`src/rtl/maple_tx_if.sv`:
```
// rtl/maple_tx_if.sv - host, FIFO and line-driver signals of the Maple TX sequencer
interface maple_tx_if;
  logic       tx_go;
  logic [7:0] tx_len;
  logic       busy;
  logic       done;
  logic       err;
  logic [7:0] fifo_data;
  logic       fifo_avail;
  logic       fifo_consume;
  logic       tick;
  logic       mo_trigger_start;
  logic       mo_trigger_end;
  logic       mo_start_active;
  logic       mo_oe;
  logic [7:0] mo_data;
  logic       mo_avail;
  logic       mo_consume;

  modport master (
    input  tx_go, tx_len, fifo_data, fifo_avail, mo_start_active, mo_oe, mo_consume,
    output busy, done, err, fifo_consume, tick, mo_trigger_start, mo_trigger_end,
           mo_data, mo_avail
  );

  modport slave (
    output tx_go, tx_len, fifo_data, fifo_avail, mo_start_active, mo_oe, mo_consume,
    input  busy, done, err, fifo_consume, tick, mo_trigger_start, mo_trigger_end,
           mo_data, mo_avail
  );
endinterface

```
`src/rtl/maple_tx_ctrl.sv`:
```
// rtl/maple_tx_ctrl.sv - Maple bus TX packet sequencer; MAPLE_TX_CRC_EN appends an XOR check byte
module maple_tx_ctrl #(
  parameter int TICK_DIV    = 4,
  parameter int STALL_TICKS = 64
) (
  input  logic       i_clk,
  input  logic       i_rst,
  maple_tx_if.master io_bus
);

  typedef enum logic [2:0] {
    S_IDLE,
    S_DATA,
`ifdef MAPLE_TX_CRC_EN
    S_CRC,
`endif
    S_DRAIN,
    S_END,
    S_DONE
  } state_t;

`ifdef MAPLE_TX_CRC_EN
  localparam state_t S_POST = S_CRC;
`else
  localparam state_t S_POST = S_DRAIN;
`endif

  localparam logic [7:0] TICK_LAST  = 8'(TICK_DIV - 1);
  localparam logic [7:0] STALL_LAST = 8'(STALL_TICKS - 1);
  localparam logic [5:0] DRAIN_FULL = 6'd32;

  state_t     r_state;
  state_t     w_next;
  logic [7:0] r_div;
  logic [7:0] r_rem;
  logic [5:0] r_drain;
  logic [7:0] r_stall;
  logic       r_abort;
  logic       r_sent;
  logic       r_trig_start;
`ifdef MAPLE_TX_CRC_EN
  logic [7:0] r_crc;
`endif

  logic       w_go;
  logic       w_tick;
  logic       w_stall_hit;
  logic [5:0] w_drain_inc;
  logic [7:0] w_mo_data;
  logic       w_mo_avail;
  logic       w_fifo_consume;
  logic       w_trig_end;

  assign w_go        = (r_state == S_IDLE) && io_bus.tx_go;
  assign w_tick      = (r_div == TICK_LAST);
  assign w_drain_inc = (r_drain == DRAIN_FULL) ? DRAIN_FULL : r_drain + 6'd1;
  assign w_stall_hit = w_tick && !io_bus.fifo_avail && (r_stall == STALL_LAST);

  always_ff @(posedge i_clk or negedge i_rst) begin
    if (!i_rst) r_state <= S_IDLE;
    else        r_state <= w_next;
  end

  always_comb begin
    w_next         = r_state;
    w_mo_data      = 8'h00;
    w_mo_avail     = 1'b0;
    w_fifo_consume = 1'b0;
    w_trig_end     = 1'b0;
    case (r_state)
      S_IDLE: begin
        if (io_bus.tx_go) w_next = (io_bus.tx_len == 8'd0) ? S_POST : S_DATA;
      end
      S_DATA: begin
        w_mo_data      = io_bus.fifo_data;
        w_mo_avail     = io_bus.fifo_avail;
        w_fifo_consume = io_bus.mo_consume;
        if (io_bus.mo_consume) begin
          if (r_rem == 8'd1) w_next = S_POST;
        end else if (w_stall_hit) begin
          w_next = S_DRAIN;
        end
      end
`ifdef MAPLE_TX_CRC_EN
      S_CRC: begin
        w_mo_data  = r_crc;
        w_mo_avail = 1'b1;
        if (io_bus.mo_consume) w_next = S_DRAIN;
      end
`endif
      S_DRAIN: begin
        // The last byte is on the wire until 32 ticks have passed since it was taken.
        if ((r_drain == DRAIN_FULL) && !io_bus.mo_start_active) begin
          w_trig_end = 1'b1;
          w_next     = S_END;
        end
      end
      S_END: begin
        if (!io_bus.mo_oe) w_next = S_DONE;
      end
      S_DONE: w_next = S_IDLE;
      default: w_next = S_IDLE;
    endcase
  end

  always_ff @(posedge i_clk or negedge i_rst) begin
    if (!i_rst) begin
      r_div        <= 8'd0;
      r_rem        <= 8'd0;
      r_drain      <= 6'd0;
      r_stall      <= 8'd0;
      r_abort      <= 1'b0;
      r_sent       <= 1'b0;
      r_trig_start <= 1'b0;
`ifdef MAPLE_TX_CRC_EN
      r_crc        <= 8'h00;
`endif
    end else begin
      r_trig_start <= w_go;
      if (w_go || w_tick) r_div <= 8'd0;
      else                r_div <= r_div + 8'd1;

      if (w_go) begin
        r_rem   <= io_bus.tx_len;
        r_stall <= 8'd0;
        r_abort <= 1'b0;
        r_sent  <= 1'b0;
        // An empty packet has nothing to shift out, so drain starts satisfied.
        r_drain <= (io_bus.tx_len == 8'd0) ? DRAIN_FULL : 6'd0;
`ifdef MAPLE_TX_CRC_EN
        r_crc   <= 8'h00;
`endif
      end else begin
        case (r_state)
          S_DATA: begin
            if (io_bus.mo_consume) begin
              r_rem   <= r_rem - 8'd1;
              r_stall <= 8'd0;
              r_drain <= 6'd0;
              r_sent  <= 1'b1;
`ifdef MAPLE_TX_CRC_EN
              r_crc   <= r_crc ^ io_bus.fifo_data;
`endif
            end else if (w_tick) begin
              r_drain <= w_drain_inc;
              if (!io_bus.fifo_avail) r_stall <= r_stall + 8'd1;
              if (w_stall_hit) begin
                r_abort <= 1'b1;
                if (!r_sent) r_drain <= DRAIN_FULL;
              end
            end
          end
`ifdef MAPLE_TX_CRC_EN
          S_CRC: begin
            if (io_bus.mo_consume) r_drain <= 6'd0;
            else if (w_tick)       r_drain <= w_drain_inc;
          end
`endif
          S_DRAIN: begin
            if (w_tick) r_drain <= w_drain_inc;
          end
          default: ;
        endcase
      end
    end
  end

  assign io_bus.busy             = (r_state != S_IDLE);
  assign io_bus.done             = (r_state == S_DONE);
  assign io_bus.err              = (r_state == S_DONE) && r_abort;
  assign io_bus.fifo_consume     = w_fifo_consume;
  assign io_bus.tick             = w_tick;
  assign io_bus.mo_trigger_start = r_trig_start;
  assign io_bus.mo_trigger_end   = w_trig_end;
  assign io_bus.mo_data          = w_mo_data;
  assign io_bus.mo_avail         = w_mo_avail;

endmodule

```
`src/flat_wrapper.sv`:
```
// flat-port wrapper written by rule: the top's interface ports become plain ports
module maple_tx_ctrl_flat 
#(
  parameter int TICK_DIV    = 4,
  parameter int STALL_TICKS = 64
)
  (i_clk, i_rst, io_bus_tx_go, io_bus_tx_len, io_bus_fifo_data, io_bus_fifo_avail, io_bus_mo_start_active, io_bus_mo_oe, io_bus_mo_consume, io_bus_busy, io_bus_done, io_bus_err, io_bus_fifo_consume, io_bus_tick, io_bus_mo_trigger_start, io_bus_mo_trigger_end, io_bus_mo_data, io_bus_mo_avail);
  maple_tx_if io_bus_i ();
  input  logic i_clk;
  input  logic i_rst;
  input wire logic [$bits(io_bus_i.tx_go)-1:0] io_bus_tx_go;
  input wire logic [$bits(io_bus_i.tx_len)-1:0] io_bus_tx_len;
  input wire logic [$bits(io_bus_i.fifo_data)-1:0] io_bus_fifo_data;
  input wire logic [$bits(io_bus_i.fifo_avail)-1:0] io_bus_fifo_avail;
  input wire logic [$bits(io_bus_i.mo_start_active)-1:0] io_bus_mo_start_active;
  input wire logic [$bits(io_bus_i.mo_oe)-1:0] io_bus_mo_oe;
  input wire logic [$bits(io_bus_i.mo_consume)-1:0] io_bus_mo_consume;
  output wire logic [$bits(io_bus_i.busy)-1:0] io_bus_busy;
  output wire logic [$bits(io_bus_i.done)-1:0] io_bus_done;
  output wire logic [$bits(io_bus_i.err)-1:0] io_bus_err;
  output wire logic [$bits(io_bus_i.fifo_consume)-1:0] io_bus_fifo_consume;
  output wire logic [$bits(io_bus_i.tick)-1:0] io_bus_tick;
  output wire logic [$bits(io_bus_i.mo_trigger_start)-1:0] io_bus_mo_trigger_start;
  output wire logic [$bits(io_bus_i.mo_trigger_end)-1:0] io_bus_mo_trigger_end;
  output wire logic [$bits(io_bus_i.mo_data)-1:0] io_bus_mo_data;
  output wire logic [$bits(io_bus_i.mo_avail)-1:0] io_bus_mo_avail;
  assign io_bus_i.tx_go = io_bus_tx_go;
  assign io_bus_i.tx_len = io_bus_tx_len;
  assign io_bus_i.fifo_data = io_bus_fifo_data;
  assign io_bus_i.fifo_avail = io_bus_fifo_avail;
  assign io_bus_i.mo_start_active = io_bus_mo_start_active;
  assign io_bus_i.mo_oe = io_bus_mo_oe;
  assign io_bus_i.mo_consume = io_bus_mo_consume;
  assign io_bus_busy = io_bus_i.busy;
  assign io_bus_done = io_bus_i.done;
  assign io_bus_err = io_bus_i.err;
  assign io_bus_fifo_consume = io_bus_i.fifo_consume;
  assign io_bus_tick = io_bus_i.tick;
  assign io_bus_mo_trigger_start = io_bus_i.mo_trigger_start;
  assign io_bus_mo_trigger_end = io_bus_i.mo_trigger_end;
  assign io_bus_mo_data = io_bus_i.mo_data;
  assign io_bus_mo_avail = io_bus_i.mo_avail;
  maple_tx_ctrl #(.TICK_DIV(TICK_DIV), .STALL_TICKS(STALL_TICKS)) u_core (.i_clk(i_clk), .i_rst(i_rst), .io_bus(io_bus_i));
endmodule
```
`config.mk`:
```
export PLATFORM = sky130hd
export DESIGN_NAME = maple_tx_ctrl_flat
export DESIGN_NICKNAME = d
export VERILOG_FILES = /design/src/rtl/maple_tx_if.sv /design/src/rtl/maple_tx_ctrl.sv /design/src/flat_wrapper.sv
export SDC_FILE = /design/constraint.sdc
export NUM_CORES = 1
export LEC_CHECK = 0
export ABC_CLOCK_PERIOD_IN_PS = 1960
export CAP_MARGIN = 25
export CORE_ASPECT_RATIO = 0.5
export CORE_MARGIN = 4
export CORE_UTILIZATION = 47
export CTS_BUF_LIST = sky130_fd_sc_hd__clkbuf_8 sky130_fd_sc_hd__clkbuf_16
export CTS_CLUSTER_DIAMETER = 60
export DETAILED_ROUTE_END_ITERATION = 10
export PLACE_DENSITY_LB_ADDON = 0.15
export SLEW_MARGIN = 40
export SYNTH_ARGS = -nofsm -noshare
export SYNTH_HDL_FRONTEND = slang
export SYNTH_SLANG_ARGS = --single-unit
```
`constraint.sdc`:
```
create_clock -name i_clk -period 1.96 [get_ports i_clk]
set_input_delay 0.392 -clock i_clk [delete_from_list [all_inputs] [get_ports i_clk]]
set_output_delay 0.392 -clock i_clk [all_outputs]
set_load 0.05 [all_outputs]
```
# After elaboration in Yosys (flattened, before gate mapping)
# Index checks and enable logic that the tools add are counted.
[totals]
ff_bits = 36
input_bits = 23
output_inout_bits = 16
wordCells = 90
[classes]
add_sub_neg = 4
eq_ne = 17
muxes = 39
n_reduce_logical = 22
[op_table]
columns = ["op", "count"]
rows = [
  ["$mux 8", 10],
  ["$mux 6", 8],
  ["$mux 3", 6],
  ["$add 8x1->8 const B", 2],
  ["$mux 1", 12],
  ["$pmux 3 s4", 1],
  ["$pmux 6 s2", 1],
  ["$reduce_bool 3->1", 3],
  ["$eq 8x1->1 const B", 1],
  ["$eq 8x2->1 const B", 1],
  ["$eq 8x6->1 const B", 1],
  ["$logic_not 8->1", 1],
  ["$reduce_bool 2->1", 4],
  ["$sub 8x1->8 const B", 1],
  ["$add 6x1->6 const B", 1],
  ["$eq 3x2->1 const B", 2],
  ["$eq 6x6->1 const B", 1],
  ["$ne 3x1->1 const B", 2],
  ["$ne 3x2->1 const B", 2],
  ["$reduce_and 3->1", 2],
  ["$logic_and 1x1->1", 5],
  ["$reduce_and 5->1", 1],
  ["$ne 2x1->1 const B", 2],
  ["$ne 2x2->1 const B", 2],
  ["other kinds (9)", 10],
]

# Depth between registers and ports, before layout
# Gate-level depths: netlist of the first run.
[logic_depth]
word_depth = 8
ltp_mapped = 7
ltp_nobuf = 7

# Worst setup path before layout of the first run
# No wires, ideal clock.
[synth_timing]
path_kind = "flip-flop to output port"
startpoint = "register u_core.r_state[0]"
endpoint = "output port io_bus_mo_trigger_end"
arrival_time_ps = 2081
t_required_ps = 1568
path_slack_ps = -513
path_stages_with_launch = 4
path_buffers = 1
path_cell_list = "dfrtp_1 clkbuf_1 nor3_1 nor3b_1"
[synth_between]
elab_chain_len = 2
[synth_lines]
columns = ["item", "line_no", "rtl"]
rows = [
  ["start: declaration", "maple_tx_ctrl.sv:32", "state_t r_state;"],
  ["start signal: assignment", "maple_tx_ctrl.sv:61", "else r_state <= w_next;"],
  ["$eq 3x2->1", "maple_tx_ctrl.sv:70", "case (r_state)"],
  ["$mux 1", "maple_tx_ctrl.sv:70", ""],
  ["end: declaration", "flat_wrapper.sv:24", "output wire logic [$bits(io_bus_i.mo_trigger_end)-1:0] io_bus_mo_trigger_end;"],
]
# No other way between the ends.

# Worst setup path after layout of the first run
[layout_timing]
startpoint = "register u_core.r_div[7]"
endpoint = "output port io_bus_tick"
[layout_between]
elab_chain_len = 1
[layout_lines]
columns = ["item", "line_no", "rtl"]
rows = [
  ["start: declaration", "maple_tx_ctrl.sv:34", "logic [7:0] r_div;"],
  ["start signal: assignment", "maple_tx_ctrl.sv:121", "else r_div <= r_div + 8'd1;"],
  ["$eq 8x2->1", "maple_tx_ctrl.sv:55", "assign w_tick = (r_div == TICK_LAST);"],
  ["end: declaration", "flat_wrapper.sv:22", "output wire logic [$bits(io_bus_i.tick)-1:0] io_bus_tick;"],
]
# No other way between the ends.

==> qor.yml, run 1 <==
outcome:
  status: "finished, violations left"
  violations: "setup timing"
timing:
  relSlewSlack_pct: 64.1
  fmax_ghz: 0.448
  hold_viol_final: 0
  min_period_over_period_pct: 114
  tightest_slew_ps: 534
  rsz0062_at_grt: "true"
  setup_viol: 19
  finalWorstSetupSlack_ps: -273
  slew_violations: 0
  skew_ps: 7.91
  setup-tns-final_ps: -2740
  period_needed_ps: 2230
synth:
  synth_nets: 254
  synth_area_um2: 2070
  synth-seq-cells: 36
  ys_warn_count: 0
  yosys.area.top_type: "dfrtp_1"
  ys_top_cells_by_area: "dfrtp_1 (43%), nor2_1 (4.9%), o21ai_0 (4.1%), xor2_1 (3.8%), ha_1 (3.6%)"
  netlist.area_leader.share_pct: 43.4
  seq_area_frac_synth_pct: 43.4
  syn_inst: 225
  syn-mean-instance-area_um2: 9.22
  ys_types: 46
setup_path:
  r2r_start: "u_core.r_div[7]$_DFF_PN0_"
  crit_slowest_cell: "or4_4"
  cp.required_ps: 1570
  worstSetupPathType: "flip-flop to output port"
  cpPeakStageDelay_ps: 570
  reg2reg_depth: 7
  cp_cell_sequence: "or4_4 -> or2_4 -> clkinv_8 -> buf_6 -> buf_12"
  r2r_end: "u_core.r_drain[4]$_DFFE_PN0P_"
  worstPathMaxFanout: 2
  crit_start: "u_core.r_div[7]$_DFF_PN0_"
  crit_cells: 5
  worst-path-buf-inv: 3
  rrSetupSlack_ps: -250
  cp.arrival_ps: 1840
  cp-endpoint: "io_bus_tick"
  end_kind: "output port"
  start_kind: "flip-flop"
  critPathTopFamily: "simple AND/OR/NAND/NOR gates"
route:
  drtIter0Drc: 207
  firstDrtPassIters: 5
  drc: 0
  drt_wl_total_mm: 7.46
  vias: 2278
  wire_per_inst_um: 19.4
  avgViaCountPerCell: 5.93
  ant_nets: 0
global_route:
  grt_pass1_vias: 2060
  overflow: 0
  met1_usage_pct: 28.9
  grt_pass1_wl_mm: 9.80
  grt-busiest-layer: "met2"
  grtUsageMet3_pct: 5.26
  track_usage_pct: 23.6
  use_met2_pct: 41.7
  antenna_found_initial: 0
  grt_start_max_net_pins: 37
clock_network:
  cts_tree: "done"
  htree_levels: 2
  clkLatencyLatePin_ps: 300
  clock_sinks: 36
  clkTransAtPathRegs_ps: 70
  cts_buffer_depth: 2
  cts_buffers: 5
  root_buffer: "clkbuf_8"
die:
  rows: 16
  die_area_um2: 5610
  io_pins: 39
  die_height_um: 55.0
  die_x_um: 102
  core_um2: 4060
  start_util_pct: 51.0
placed_design:
  io_buffer_count: 38
  placed_area_um2: 3020
  dp_hpwl_mm: 4.09
  routabilityCongestion: 0.922
pwr:
  power_mw: 5.01
  pwr_density_cell_nw_per_um2: 1430
  p_leak_nw: 1.58
  peakVddDrop_mv: 0.828
cells_and_area:
  antenna_cells: 0
  post-route-util_pct: 86.2
  syn2layout_area_growth_pct: 68.9
  drive_gt1_share_pct: 42.7
  finish.instance_area_um2: 3500
  nets: 358
flow_run:
  drv_cap: 0
hold_path:
  hp-class: "input pin to async pin"
## placed cells by master (no fill, tap or decap), types with 2 or more instances in the layout
cell type        count
buf_4               57
dfrtp_1             36
nor2_1              25
clkdlybuf4s50_1     22
buf_12              15
nand2_1             12
inv_1               10
xor2_1               9
o21ai_0              9
buf_6                9
nand3_1              8
and2_4               8
o21ai_2              7
a21oi_1              6
clkbuf_8             6
and3_1               5
nor3_1               5
ha_1                 5
or3_1                4
nand2b_1             4
nor4_1               4
inv_2                3
or4_1                3
nor4_4               3
a221o_1              3
or4_4                2
or3b_4               2
or2_4                2
xnor2_1              2
and3_4               2
and2_1               2
nor4b_1              2
a2bb2oi_1            2
o2bb2ai_2            2
o2111ai_2            2
a222oi_1             2
clkinv_2             2
## cell families after synthesis
logic type / Yosys count / share of synthesized area [%]
buf+inv: 22 / 4.10
compound gates: 46 / 15.8
flops: 36 / 43.4
xor+xnor: 11 / 4.64
fa+ha+maj: 6 / 3.62
simple gates: 104 / 28.4
## final cells by class
cell class,instances,area (um2)
Clock inverter,2,10.0
Clock buffer,6,82.6
Inverter,14,65.1
Multi-Input combinational cell,168,1320
Timing Repair Buffer,104,1060
Sequential cell,36,901
Fill cell,200,561
Tap cell,54,67.6
## through the flow
stage	hold slack, ps	cells	setup WS [ps]
floorplan	96.4	225	-134
global placement	466	355	-283
detailed placement	468	355	-303
CTS	490	372	-236
global route	550	384	-328
finish	500	384	-273
## power by group
part	total, mW	switching (mW)	internal, mW
registers	1.22	0.268	0.956
logic	3.23	1.62	1.61
clock network	0.564	0.283	0.281
total	5.01	2.17	2.85
## worst reg2reg max path, delay by kind of cell, from the launching register on
family,cells,cell delay [ps]
and+or+nand+nor,3,1320
DFF,1,380
AOI/OAI and AO/OA,2,290
buffers and inverters,2,150
## cell usage after synthesis (all sizes together)
cell and count:
a211oi 2, a21oi 7, a221o 3, a222oi 2, a2bb2oi 2, a32oi 1
and2 10, and3 6, and4 1, buf 1, clkbuf 7, clkinv 1
dfrtp 36, ha 6, inv 13, nand2 14, nand2b 4, nand3 8
nand4b 1, nand4bb 1, nor2 27, nor3 5, nor3b 1, nor4 7
nor4b 2, o2111ai 2, o211ai 1, o21ai 17, o221a 2, o221ai 2
o22ai 1, o2bb2ai 2, o31ai 1, o32ai 1, or2 3, or3 5
or3b 3, or4 5, or4b 1, xnor2 2, xor2 9
## registers in the layout, summed over array words and instances (netlist names)
signal / flops
u_core.r_div: 8
u_core.r_rem: 8
u_core.r_stall: 8
u_core.r_drain: 6
u_core.r_state: 3
u_core.io_bus.mo_trigger_start: 1
u_core.r_abort: 1
u_core.r_sent: 1
## how the worst min path moves through the flow
stage	start	endpoint	slack, ps
global route	i_rst	u_core.r_stall[4]$_DFFE_PN0P_	550
floorplan	i_rst	u_core.io_bus.mo_trigger_start$_DFF_PN0_	100
finish	i_rst	u_core.r_stall[4]$_DFFE_PN0P_	500
CTS	u_core.r_abort$_DFFE_PN0P_	u_core.r_abort$_DFFE_PN0P_	490
global placement	u_core.r_abort$_DFFE_PN0P_	u_core.r_abort$_DFFE_PN0P_	470
detailed placement	u_core.r_abort$_DFFE_PN0P_	u_core.r_abort$_DFFE_PN0P_	470
## layer usage
metal | wire length, um | vias up
li1 | - | 1030
met1 | 3030 | 1119
met2 | 3680 | 105
met3 | 574 | 24
met4 | 177 | 0
met5 | 0 | -
## timing repair
item / in CTS / in global routing
cloned: 0 / 1
hold buffers: 0 / 0
hold endpoints to repair: 0 / 0
setup buffers: 9 / 12
setup endpoints to repair: 28 / 35
gates resized for setup: 28 / 34
pin swaps: 15 / 16
No activity file was read; power rests on OpenSTA's default activity.
==> inputs of run 2 (changes only) <==
--- a/config.mk
+++ b/config.mk
@@ -14,6 +14,7 @@
 export CTS_CLUSTER_DIAMETER = 60
 export DETAILED_ROUTE_END_ITERATION = 10
 export PLACE_DENSITY_LB_ADDON = 0.15
+export SETUP_SLACK_MARGIN = 0.4
 export SLEW_MARGIN = 40
 export SYNTH_ARGS = -nofsm -noshare
 export SYNTH_HDL_FRONTEND = slang
==> qor.yml, run 2 <==
synth:
  synth_area_um2: 2070  # unchanged
  ys_types: 46  # unchanged
  ys_top_cells_by_area: "dfrtp_1 (43%), nor2_1 (4.9%), o21ai_0 (4.1%), xor2_1 (3.8%), ha_1 (3.6%)"  # unchanged
  synth_most_common_cell: "dfrtp_1"  # unchanged
  yosys.area.top_type: "dfrtp_1"  # unchanged
  synthArstFlopShare_pct: 100  # unchanged
  ys_warn_count: 0  # unchanged
  synth-seq-cells: 36  # unchanged
  synth-edff-count: 0  # unchanged
  syn-mean-instance-area_um2: 9.22  # unchanged
  synth_nets: 254  # unchanged
  ys.flop_type: "dfrtp_1"  # unchanged
  syn_inst: 225  # unchanged
  netlist.area_leader.share_pct: 43.4  # unchanged
  seq_area_frac_synth_pct: 43.4  # unchanged
  synth_common_cells: "dfrtp_1 (36), nor2_1 (27), o21ai_0 (17)"  # unchanged
placed_design:
  io_buffer_count: 38  # unchanged
  placed_area_um2: 3070  # was 3020 um2
  dp_cells: 354  # was 355
  routabilityCongestion: 0.845  # was 0.922
  dp_hpwl_mm: 4.37  # was 4.09 mm
die:
  start_util_pct: 51.0  # unchanged
  die_x_um: 102  # unchanged
  io_pins: 39  # unchanged
  rows: 16  # unchanged
  die_height_um: 55.0  # unchanged
outcome:
  lastStage: "global routing (5_1_grt)"
  status: "aborted with a tool error"  # was finished, violations left
  stop_error: "[ERROR DPL-0033] detailed placement checks failed during check placement."
clock_network:
  ctsHoldBuffers: 0  # unchanged
  clock_sinks: 36  # unchanged
  cts_buffers: 5  # unchanged
  root_buffer: "clkbuf_8"  # unchanged
  htree_levels: 2  # unchanged
  cts_buffer_depth: 2  # unchanged
global_route:
  antenna_found_initial: 0
  grt_start_max_net_pins: 37
timing:
  crit_endpoint: "io_bus_tick"
  worst-ep-kind: "output port"
run 2: cell counts after synthesis:
No cell type changed its count.
run 2: logic make-up after synthesis:
kind of cell    Yosys count  share of synthesized area (%)
compound gates           46                           15.8
xor+xnor                 11                           4.64
fa+ha+maj                 6                           3.62
buf+inv                  22                           4.10
flops                    36                           43.4
simple gates            104                           28.4
run 2: what timing repair did:
action,CTS
pin swaps,36
setup buffers,32
setup endpoints to repair,51
cloned,1
gates resized for setup,84
run 2: metrics by stage:
stage,TNS [ps],util (%),hold WS (ps),setup WS (ps)
CTS,-2080,90.9,503,-228
detailed placement,-5650,75.5,480,-358
global placement,-4730,75.5,471,-278
floorplan,-495,-,96.4,-134
==> inputs of run 3 (changes only) <==
==> config.mk (replaced) <==
export PLATFORM = sky130hd
export DESIGN_NAME = maple_tx_ctrl_flat
export DESIGN_NICKNAME = d
export VERILOG_FILES = /design/src/rtl/maple_tx_if.sv /design/src/rtl/maple_tx_ctrl.sv /design/src/flat_wrapper.sv
export SDC_FILE = /design/constraint.sdc
export NUM_CORES = 1
export LEC_CHECK = 0
export ABC_CLOCK_PERIOD_IN_PS = 2500
export CAP_MARGIN = 25
export CORE_MARGIN = 4
export CORE_UTILIZATION = 40
export DETAILED_ROUTE_END_ITERATION = 10
export PLACE_DENSITY_LB_ADDON = 0.15
export SLEW_MARGIN = 40
export SYNTH_ARGS = -nofsm -noshare
export SYNTH_HDL_FRONTEND = slang
export SYNTH_SLANG_ARGS = --single-unit
==> constraint.sdc (replaced) <==
create_clock -name i_clk -period 2.5 [get_ports i_clk]
set_input_delay 0.5 -clock i_clk [delete_from_list [all_inputs] [get_ports i_clk]]
set_output_delay 0.5 -clock i_clk [all_outputs]
set_load 0.05 [all_outputs]
==> qor.yml, run 3 (synthesis results as in run 1) <==
global_route:
  grt_start_max_net_pins: 37
  met1_usage_pct: 21.8
  grt_pass1_wl_mm: 8.11
  overflow: 0
  grtUsageMet3_pct: 5.64
  track_usage_pct: 16.3
  grt_pass1_vias: 1734
  use_met2_pct: 24.5
  grt-busiest-layer: "met2"
  antenna_found_initial: 0
placed_design:
  dp_cells: 329  # was 354
  place_ws_ps: 49.0  # was -358 ps
  dp_hpwl_mm: 3.61  # was 4.37 mm
  io_buffer_count: 38  # unchanged
  routabilityCongestion: 0.777  # was 0.845
  placed_area_um2: 2580  # was 3070 um2
timing:
  period_needed_ps: 2430
  slew_violations: 0
  setup_viol: 0
  fmax_ghz: 0.412
  tightest_slew_ps: 495
  setup-tns-final_ps: 0
  rsz0062_at_grt: "false"
  hold_viol_final: 0
  skew_ps: 5.77
  holdWs_ps: 499
  min_period_over_period_pct: 97.1
  finalWorstSetupSlack_ps: 71.4
  relSlewSlack_pct: 66.9
route:
  wire_per_inst_um: 14.6
  vias: 1808
  drt_wl_total_mm: 4.91
  ant_nets: 0
  firstDrtPassIters: 4
  drc: 0
  drtIter0Drc: 97
  avgViaCountPerCell: 5.38
clock_network:
  cts_setup_buffers: 0  # was 32
  cts_tree: "done"
  clkTransAtPathRegs_ps: 70
  clkLatencyLatePin_ps: 290
  cts_buffer_depth: 2  # unchanged
  cts_buffers: 5  # unchanged
  root_buffer: "clkbuf_8"  # unchanged
  clock_sinks: 36  # unchanged
  htree_levels: 2  # unchanged
setup_path:
  end_kind: "output port"
  start_kind: "flip-flop"
  worstPathMaxFanout: 12
  cp_cell_sequence: "or3_1 -> clkdlybuf4s50_1"
  worstSetupPathType: "flip-flop to output port"
  cp.required_ps: 2000
  crit_slowest_cell: "clkdlybuf4s50_1"
  cpPeakStageDelay_ps: 720
  cp.arrival_ps: 1930
die:
  rows: 25  # was 16
  die_area_um2: 6400
  io_pins: 39  # unchanged
  die_height_um: 80.0  # was 55.0 um
  core_um2: 4880
  start_util_pct: 42.5  # was 51.0%
  die_x_um: 80.0  # was 102 um
cells_and_area:
  syn2layout_area_growth_pct: 29.4
  finish.instance_area_um2: 2680
  nets: 298
  post-route-util_pct: 55.0
  layout_common_cells: "dfrtp_1 (36), nor2_1 (26), clkdlybuf4s50_1 (24)"
  final_common_cell: "dfrtp_1"
  top_regs: "u_core.r_div (8), u_core.r_rem (8), u_core.r_stall (8)"
  antenna_cells: 0
  drive_gt1_share_pct: 16.4
  layoutNonFillerInstCount: 336
pwr:
  peakVddDrop_mv: 0.367
  p_int_mw: 1.58
  pwr_density_cell_nw_per_um2: 1050
  p_leak_nw: 1.18
  swShare_pct: 44.1
  pwr-share-seq_pct: 34.2
  p_switching_mw: 1.25
  clkPwrFrac_pct: 16.3
  power_mw: 2.83
  combPwrFrac_pct: 49.5
hold_path:
  hp-class: "flip-flop to flip-flop"
outcome:
  status: "completed"  # was aborted with a tool error
flow_run:
  drv_cap: 0
run 3: path summary, 6_finish.rpt:
| check | start | endpoint | slack [ps] | cells after the start |
|---|---|---|---|---|
| worst max-delay path | u_core.r_state[0]$_DFFE_PN0P_ | io_bus_busy | 70 | 2 |
| worst min-delay path | u_core.r_div[0]$_DFF_PN0_ | u_core.r_div[0]$_DFF_PN0_ | 500 | 1 |
| worst max register to register | u_core.r_div[0]$_DFF_PN0_ | u_core.r_drain[4]$_DFFE_PN0P_ | 180 | 7 |
| worst min register to register | u_core.r_div[0]$_DFF_PN0_ | u_core.r_div[0]$_DFF_PN0_ | 500 | 1 |
| max in group asynchronous | i_rst | u_core.r_div[4]$_DFF_PN0_ | 1540 | 2 |
| min in group asynchronous | i_rst | u_core.r_stall[3]$_DFFE_PN0P_ | 620 | 2 |
run 3: layout make-up:
| class | count | area, um2 |
|---|---|---|
| Clock buffer | 7 | 96.3 |
| Multi-Input combinational cell | 167 | 1100 |
| Fill cell | 462 | 2200 |
| Inverter | 14 | 53.8 |
| Timing Repair Buffer | 45 | 448 |
| Sequential cell | 36 | 901 |
| Tap cell | 67 | 83.8 |
run 3: timing repair:
action / in CTS / in global routing
endpoints found under the setup margin: 0 / 1
gates resized for setup: 0 / 1
hold buffers: 0 / 0
run 3: metal layers:
metal  vias up  wire length (um)
li1        894                 -
met1       860              2340
met2        47              2110
met3         7               387
met4         0                65
met5         -                 0
run 3: power groups by stage:
stage	Clock [mW]	Combinational [mW]	Sequential [mW]
after floorplan	0	1.02	0.899
after global placement	0	1.38	0.968
after detailed placement	0	1.41	0.966
after CTS	0.472	1.41	0.958
after global routing	0.500	1.54	0.995
final	0.461	1.40	0.967
run 3: critical path: cells and delay by family (launching register included):
family	cells	cell delay (ps)
buffers and inverters	1	720
flip-flops	1	500
AND/OR/NAND/NOR	1	420
